[src/rtl/reg_load_arbiter.sv]
// Round-robin sequencer sharing one load-enabled register among NUM_REQ requesters.
// Loads are aligned to a free-running divided-rate tick used as a clock enable.
module reg_load_arbiter #(
    parameter int unsigned NUM_REQ = 4,
    parameter int unsigned WIDTH   = 4,
    parameter int unsigned DIV     = 4
) (
    input  logic                     clk,
    input  logic                     reset,
    input  logic [NUM_REQ-1:0]       req,
    input  logic [NUM_REQ*WIDTH-1:0] req_data,
    output logic [NUM_REQ-1:0]       gnt,
    output logic [NUM_REQ-1:0]       ack,
    output logic                     reg_load,
    output logic [WIDTH-1:0]         reg_data,
    output logic                     tick,
    output logic                     busy
);

    localparam int unsigned IdxW = (NUM_REQ > 1) ? $clog2(NUM_REQ) : 1;
    localparam int unsigned CntW = (DIV > 1) ? $clog2(DIV) : 1;
    localparam logic [CntW-1:0] CntMax  = CntW'(DIV - 1);
    localparam logic [IdxW-1:0] LastRst = IdxW'(NUM_REQ - 1);

    typedef enum logic [1:0] {StIdle, StGrant, StLoad, StAck} state_e;

    state_e               state_q, state_d;
    logic [CntW-1:0]      cnt_q, cnt_d;
    logic                 tick_q;
    logic [IdxW-1:0]      idx_q, idx_d;
    logic [IdxW-1:0]      last_q, last_d;
    logic [IdxW-1:0]      win;
    logic                 win_found;
    logic [IdxW-1:0]      cand;
    logic [NUM_REQ-1:0]   gnt_q, gnt_d;
    logic [NUM_REQ-1:0]   ack_q, ack_d;
    logic                 load_q, load_d;
    logic [WIDTH-1:0]     data_q, data_d;
    logic                 busy_q;
    logic [WIDTH-1:0]     data_arr [NUM_REQ];

    for (genvar i = 0; i < NUM_REQ; i++) begin : g_unpack
        assign data_arr[i] = req_data[i*WIDTH +: WIDTH];
    end

    // Free-running tick; registered so it reads 0 while reset is held.
    always_comb begin
        cnt_d = (cnt_q == CntMax) ? '0 : cnt_q + CntW'(1);
    end

    // Scan last+1, last+2, ... so the requester just served ranks lowest.
    always_comb begin
        win       = last_q;
        win_found = 1'b0;
        cand      = '0;
        for (int off = 1; off <= NUM_REQ; off++) begin
            cand = IdxW'((int'(last_q) + off) % NUM_REQ);
            if (!win_found && req[cand]) begin
                win       = cand;
                win_found = 1'b1;
            end
        end
    end

    always_comb begin
        state_d = state_q;
        idx_d   = idx_q;
        last_d  = last_q;
        gnt_d   = gnt_q;
        ack_d   = '0;
        load_d  = 1'b0;
        data_d  = data_q;
        case (state_q)
            StIdle: begin
                if (win_found) begin
                    idx_d      = win;
                    gnt_d      = '0;
                    gnt_d[win] = 1'b1;
                    state_d    = StGrant;
                end
            end
            StGrant: begin
                if (!req[idx_q]) begin
                    gnt_d   = '0;
                    state_d = StIdle;
                end else if (tick_q) begin
                    data_d  = data_arr[idx_q];
                    load_d  = 1'b1;
                    state_d = StLoad;
                end
            end
            StLoad: begin
                gnt_d        = '0;
                ack_d[idx_q] = 1'b1;
                last_d       = idx_q;
                state_d      = StAck;
            end
            StAck: begin
                state_d = StIdle;
            end
            default: begin
                gnt_d   = '0;
                state_d = StIdle;
            end
        endcase
    end

    always_ff @(posedge clk) begin
        if (reset) begin
            state_q <= StIdle;
            cnt_q   <= '0;
            tick_q  <= 1'b0;
            idx_q   <= '0;
            last_q  <= LastRst;
            gnt_q   <= '0;
            ack_q   <= '0;
            load_q  <= 1'b0;
            data_q  <= '0;
            busy_q  <= 1'b0;
        end else begin
            state_q <= state_d;
            cnt_q   <= cnt_d;
            tick_q  <= (cnt_d == CntMax);
            idx_q   <= idx_d;
            last_q  <= last_d;
            gnt_q   <= gnt_d;
            ack_q   <= ack_d;
            load_q  <= load_d;
            data_q  <= data_d;
            busy_q  <= (state_d != StIdle);
        end
    end

    assign gnt      = gnt_q;
    assign ack      = ack_q;
    assign reg_load = load_q;
    assign reg_data = data_q;
    assign tick     = tick_q;
    assign busy     = busy_q;

endmodule

[config.mk]
export PLATFORM = sky130hd
export DESIGN_NAME = reg_load_arbiter
export DESIGN_NICKNAME = d
export VERILOG_FILES = /design/src/rtl/reg_load_arbiter.sv
export SDC_FILE = /design/constraint.sdc
export NUM_CORES = 1
export LEC_CHECK = 0
export CORE_MARGIN = 5
export CORE_UTILIZATION = 41
export DETAILED_ROUTE_END_ITERATION = 10
export PLACE_DENSITY_LB_ADDON = 0.05
export REMOVE_ABC_BUFFERS = 1
export SKIP_LAST_GASP = 1
export SYNTH_ARGS = -nofsm -noshare
export SYNTH_HDL_FRONTEND = slang
export SYNTH_SLANG_ARGS = --single-unit
export TNS_END_PERCENT = 10
[constraint.sdc]
create_clock -name clk -period 1.55 [get_ports clk]
set_input_delay 0.155 -clock clk [delete_from_list [all_inputs] [get_ports clk]]
set_output_delay 0.155 -clock clk [all_outputs]
set_load 0.01 [all_outputs]
* Yosys cells after proc, flatten, opt, wreduce, memory -nomap -nowiden
Index checks and enable logic that the tools add are counted.
Storage, ports and cells: flip-flop bits (word level) 23, input port bits 22, output and inout port bits 15, logic and storage cells 85
Cells by class: $add $sub $neg 5, magnitude comparators 9, equal/unequal tests 7, muxes and demuxes 34, bitwise logic cells 4, reductions and logical operators 16
Operators with widths (number):
- $lt A2 B3 Y1 const B | 6
- $mux W2 | 8
- $mux W4 | 4
- $mux W1 | 12
- $pmux W4 S3 | 1
- $bmux W1 S2 | 5
- $bmux W4 S2 | 1
- $eq A2 B2 Y1 const B | 4
- $pmux W2 S4 | 1
- $add A2 B1 Y2 const B | 3
- $reduce_and A3 Y1 | 2
- $logic_and A1 B1 Y1 | 5
- $add A2 B2 Y2 const B | 2
- $demux W1 S2 | 2
- $ge A2 B1 Y1 const B | 2
- $ne A2 B2 Y1 const B | 2
- $ge A3 B3 Y1 const B | 1
- $logic_not A1 Y1 | 3
- $not A1 Y1 | 3
- $not A2 Y3 | 1
- $reduce_bool A3 Y1 | 1
- $reduce_or A3 Y1 | 1
- $eq A2 B1 Y1 const B | 1
- $logic_not A2 Y1 | 1
- other kinds (3) | 3

* Logic depth before layout (Yosys ltp)
depth after elaboration 19, mapped depth 7, mapped depth without buffers 6

* Worst setup path before layout
Ideal clock, no wire load.
path kind register -> register, start point reg idx_q[1], end point reg gnt_q[0], in the netlist gnt[0], library setup time 0.101 ns, arrival 1.452 ns, slack -0.003 ns, cell stages (with the launch flop) 7, path buffers 2, period minus slack after synthesis 1.553 ns, cells stage by stage dfxtp_1 buf_6 mux2i_4 o22ai_2 buf_6 or2_1 o41ai_1
On the way: word-level cells in the longest chain between the ends 4
Ends and longest elaborated chain:
- start, declared | line 30 | logic [IdxW-1:0] idx_q, idx_d;
- start signal, assigned | line 124 | idx_q <= idx_d;
- $bmux W1 S2 | line 83 | if (!req[idx_q]) begin
- $mux W1 (not written as such) | line 83
- $ne A2 B2 Y1 (no source line)
- $reduce_and A3 Y1 (no source line)
- end signal, assigned | line 126 | gnt_q <= gnt_d;
- end, declared | line 35 | logic [NUM_REQ-1:0] gnt_q, gnt_d;
No other way between the ends. The select of a mux whose other input is x is not followed. A chain may end at the register's enable or synchronous reset.

* Worst setup path after layout
start point in req[3], end point reg busy_q, in the netlist busy
On the way: word-level cells in the longest chain between the ends 15, elaborated cells on any way between the ends 24
Ends and longest elaborated chain:
- start, declared | line 10 | input logic [NUM_REQ-1:0] req,
- $bmux W1 S2 | line 58 | if (!win_found && req[cand]) begin
- $mux W1 (not written as such) | line 58
- $mux W1 | line 58
- $logic_not A1 Y1 | line 58
- $logic_and A1 B1 Y1 | line 58
- $mux W1 | line 58
- $logic_not A1 Y1 | line 58
- $logic_and A1 B1 Y1 | line 58
- $mux W1 | line 58
- $logic_not A1 Y1 | line 58
- $logic_and A1 B1 Y1 | line 58
- $mux W1 | line 58
- $mux W2 | line 75 | if (win_found) begin
- $pmux W2 S4 (*) | line 73 | case (state_q)
- $reduce_bool A2 Y1 (*) | line 130 | busy_q <= (state_d != StIdle);
- end signal, assigned | line 130
- end, declared | line 39 | logic busy_q;
Mark *: on every way between the ends. The rest lies on a longest branch, timed or not. The select of a mux whose other input is x is not followed.

==> results.md <==
- Number of synthesized flops with an enable pin: 0
- Ys async rst share: 0%
- Num CTS Buffers: 3
- Register area share after synthesis: 39.15%
- Cells after synthesis: 123
- Total GRT Usage: 15.60%
- Top cells by count, synth: dfxtp_1, a21oi_1, nand2_1
- Final min period: 1.548 ns
- GPL Wtd Cong: 0.8357
- # diodes: 0
- Sink Count: 23
- Vias per Instance: 5.414
- Cell area after layout: 1719 sq um
- Grt total ovfl: 0
- Pwr/cell area: 706.9 nW/um^2
- Critical path class: in2reg
- Unrepaired setup endpoints after global routing: yes
- Clock Tree Buf Depth: 2
- CP arrival: 1.79 ns
- Number of max-cap violations: 0
- Core ar.: 2758 sq um
- Synth top area cells: dfxtp_1, mux4_2, ha_1
- Hpwl dp: 2377 um
- DIE WIDTH: 63.56 um
- CTS Hold Bufs: 0
- Fin. Hold Viols: 0
- Outcome: finished with violations
- Quantity of I/O buffers inserted on ports: 36
- Average wire per standard cell: 14.65 um
- Most common flop cell mapped by yosys: dfxtp_1
- Top cell type's share of synthesized area: 39.15%
- # rows: 19
- Synth Register Bits: 23
- Final core occ: 62.34%
- WP data required: 1.79 ns
- Die area: 4040 sq um
- Drt pass-1 iters: 8
- Starting Density: 42.65%
- Worst Hold Class: reg2reg
- Fillcell total: 236
- Initial DRC Count: 34
- Hold depth: 1
- CTS tree: done
- Root Driver: clkbuf_4
- Reg clk slew, reported paths: 0.11 ns
- CP startpoint kind: primary input
- Crit. End Element: flip-flop
- Nets: 202
- Distinct cells, synth: 35
- Worst skew pair latency: 0.30 ns
- Layout cell share with drive strength beyond 1: 19.77%
- Yosys top cell by area: dfxtp_1
- Largest net degree at the start of global routing: 16
- Die Y: 63.56 um
- Failing checks: DRC
- Number of global-route vias before repair: 1151
- Vias: 1099
- WHS Endpoint: cnt_q[0]
- R2R setup slack: 0.002 ns
- Period utilization: 99.89%
- P&R area growth vs syn: 46.17%
- Slew @ Worst Pin: 0.3414 ns
- Final Slew Violations: 0
- First-pass GRT wire length: 5188 um
- Ys Warns: 0
- Min-delay src: cnt_q[0]
- # IOs: 37
- Routed Antenna Nets: 0
- Worst Clk Skew: 0.005336 ns
- Reg2Reg Depth: 6
- Antenna violations before repair: 0
- Critical R2R Launch: state_q[1]
- Post-DP Area: 1649 sq um
- FMAX: 645.9 MHz
- Synth Area per Inst: 9.562 sq um
- Number of remaining DRC errors: 1
- Post-Syn Area: 1176 sq um
- Maximum vdd drop: 704.2 uV
- Reg2reg end: gnt[3]
- Final wirelength: 2974 um
- Leak: 0.6615 nW
- Worst rel slew slack: 77.03%
- H-tree Lvls: 1
- Worst-path maximum fanout: 7
- Final setup violating endpoints: 0
- Most common cell in the netlist: dfxtp_1
[state kept, by name, summed over array words and instances, names as in the netlist]
name      flops
ack           4
busy          1
cnt_q         2
gnt           4
idx_q         2
last_q        2
reg_data      4
reg_load      1
state_q       2
tick          1
[critical path: stages]
cell	delay [ns]
clkdlybuf4s50_1	0.52
or4_1	0.61
a22oi_1	0.24
o31ai_2	0.12
a21oi_1	0.14
[cell families (layout without fill, tap and decap cells)]
group                      count (synthesis)  in the layout  synth area share, %
AOI/OAI and AO/OA                         35             35                20.64
adders and majority gates                  7              7                7.446
buffers and inverters                     13             62                5.532
DFF                                       23             23                39.15
muxes                                      7              7                11.28
and+or+nand+nor                           38             38                15.96
[layout by cell type (no fill, tap or decap), types with 2 or more instances in the layout]
cell type	netlist	final
buf_4	0	15
o41ai_2	0	2
dfxtp_2	0	3
nand2_1	9	9
o21bai_1	2	2
o32ai_2	0	2
inv_1	7	7
mux2i_1	2	2
nand3_1	4	4
clkbuf_4	0	3
o21ai_0	5	4
ha_1	7	7
clkdlybuf4s50_1	0	36
mux4_2	4	4
a311oi_1	2	2
nor2_1	7	7
dfxtp_1	23	20
a21oi_1	9	9
nand2b_1	6	6
nor3_1	5	5
o211ai_1	3	3
or3_1	3	2
a31oi_1	2	2
[metrics by stage]
stage               hold WS (ns)  total power [W]  worst slack (ns)   TNS (ns)  std cells
floorplan                 0.2217        0.0007833           -0.1131    -0.4364        117
global placement          0.4338        0.0009372           -0.2295     -1.828        199
detailed placement        0.4407        0.0009452           -0.2925     -2.498        199
CTS                       0.4578         0.001224         -0.006801  -0.009946        203
global route              0.4930         0.001294          -0.07788    -0.4436        203
finish                    0.4575         0.001215          0.001701          0        203
[power by group]
| part | switching (W) | internal (W) | total (W) | leakage, nW |
|---|---|---|---|---|
| Combinational | 0.000134 | 0.000175 | 0.000309 | 0.458 |
| Clock | 0.000167 | 0.000100 | 0.000267 | 0.0150 |
| Sequential | 0.0000207 | 0.000618 | 0.000639 | 0.188 |
[worst max-delay path by stage]
stage                    start      to  slack (ns)  depth (start not counted)
finish                  req[3]    busy       0.002                          5
detailed placement      req[3]  gnt[3]       -0.29                          5
floorplan             idx_q[1]  gnt[2]       -0.11                          4
CTS                 state_q[0]  gnt[3]      -0.007                          4
global placement        req[3]  gnt[3]       -0.23                          5
global route        state_q[1]  gnt[3]       -0.08                          6
[per-layer routing]
metal  up-vias  share of wire [%]  track usage (%)
li1        553                  -                -
met1       514                 42            17.90
met2        28                 52            27.41
met3         4                4.8            4.973
met4         0                1.5            4.416
met5         -                  0                0
[final cells by class]
| class | count | area [sq um] | area share [%] |
|---|---|---|---|
| multi-input cells | 87 | 690.7 | 40.17 |
| repair buffers | 51 | 473.0 | 27.51 |
| flip-flops and latches | 23 | 464.2 | 27.00 |
| well taps | 31 | 38.79 | 2.256 |
| clock buffers | 4 | 26.28 | 1.528 |
| inverters | 7 | 26.28 | 1.528 |
[repair_timing]
| action | in CTS | in global routing |
|---|---|---|
| gates resized for setup | 6 | 4 |
| setup buffers | 0 | 0 |
| hold endpoints to repair | 0 | 0 |
| pin swaps | 0 | 2 |
| endpoints found under the setup margin | 6 | 13 |
Power figures use the tool's default switching activity.
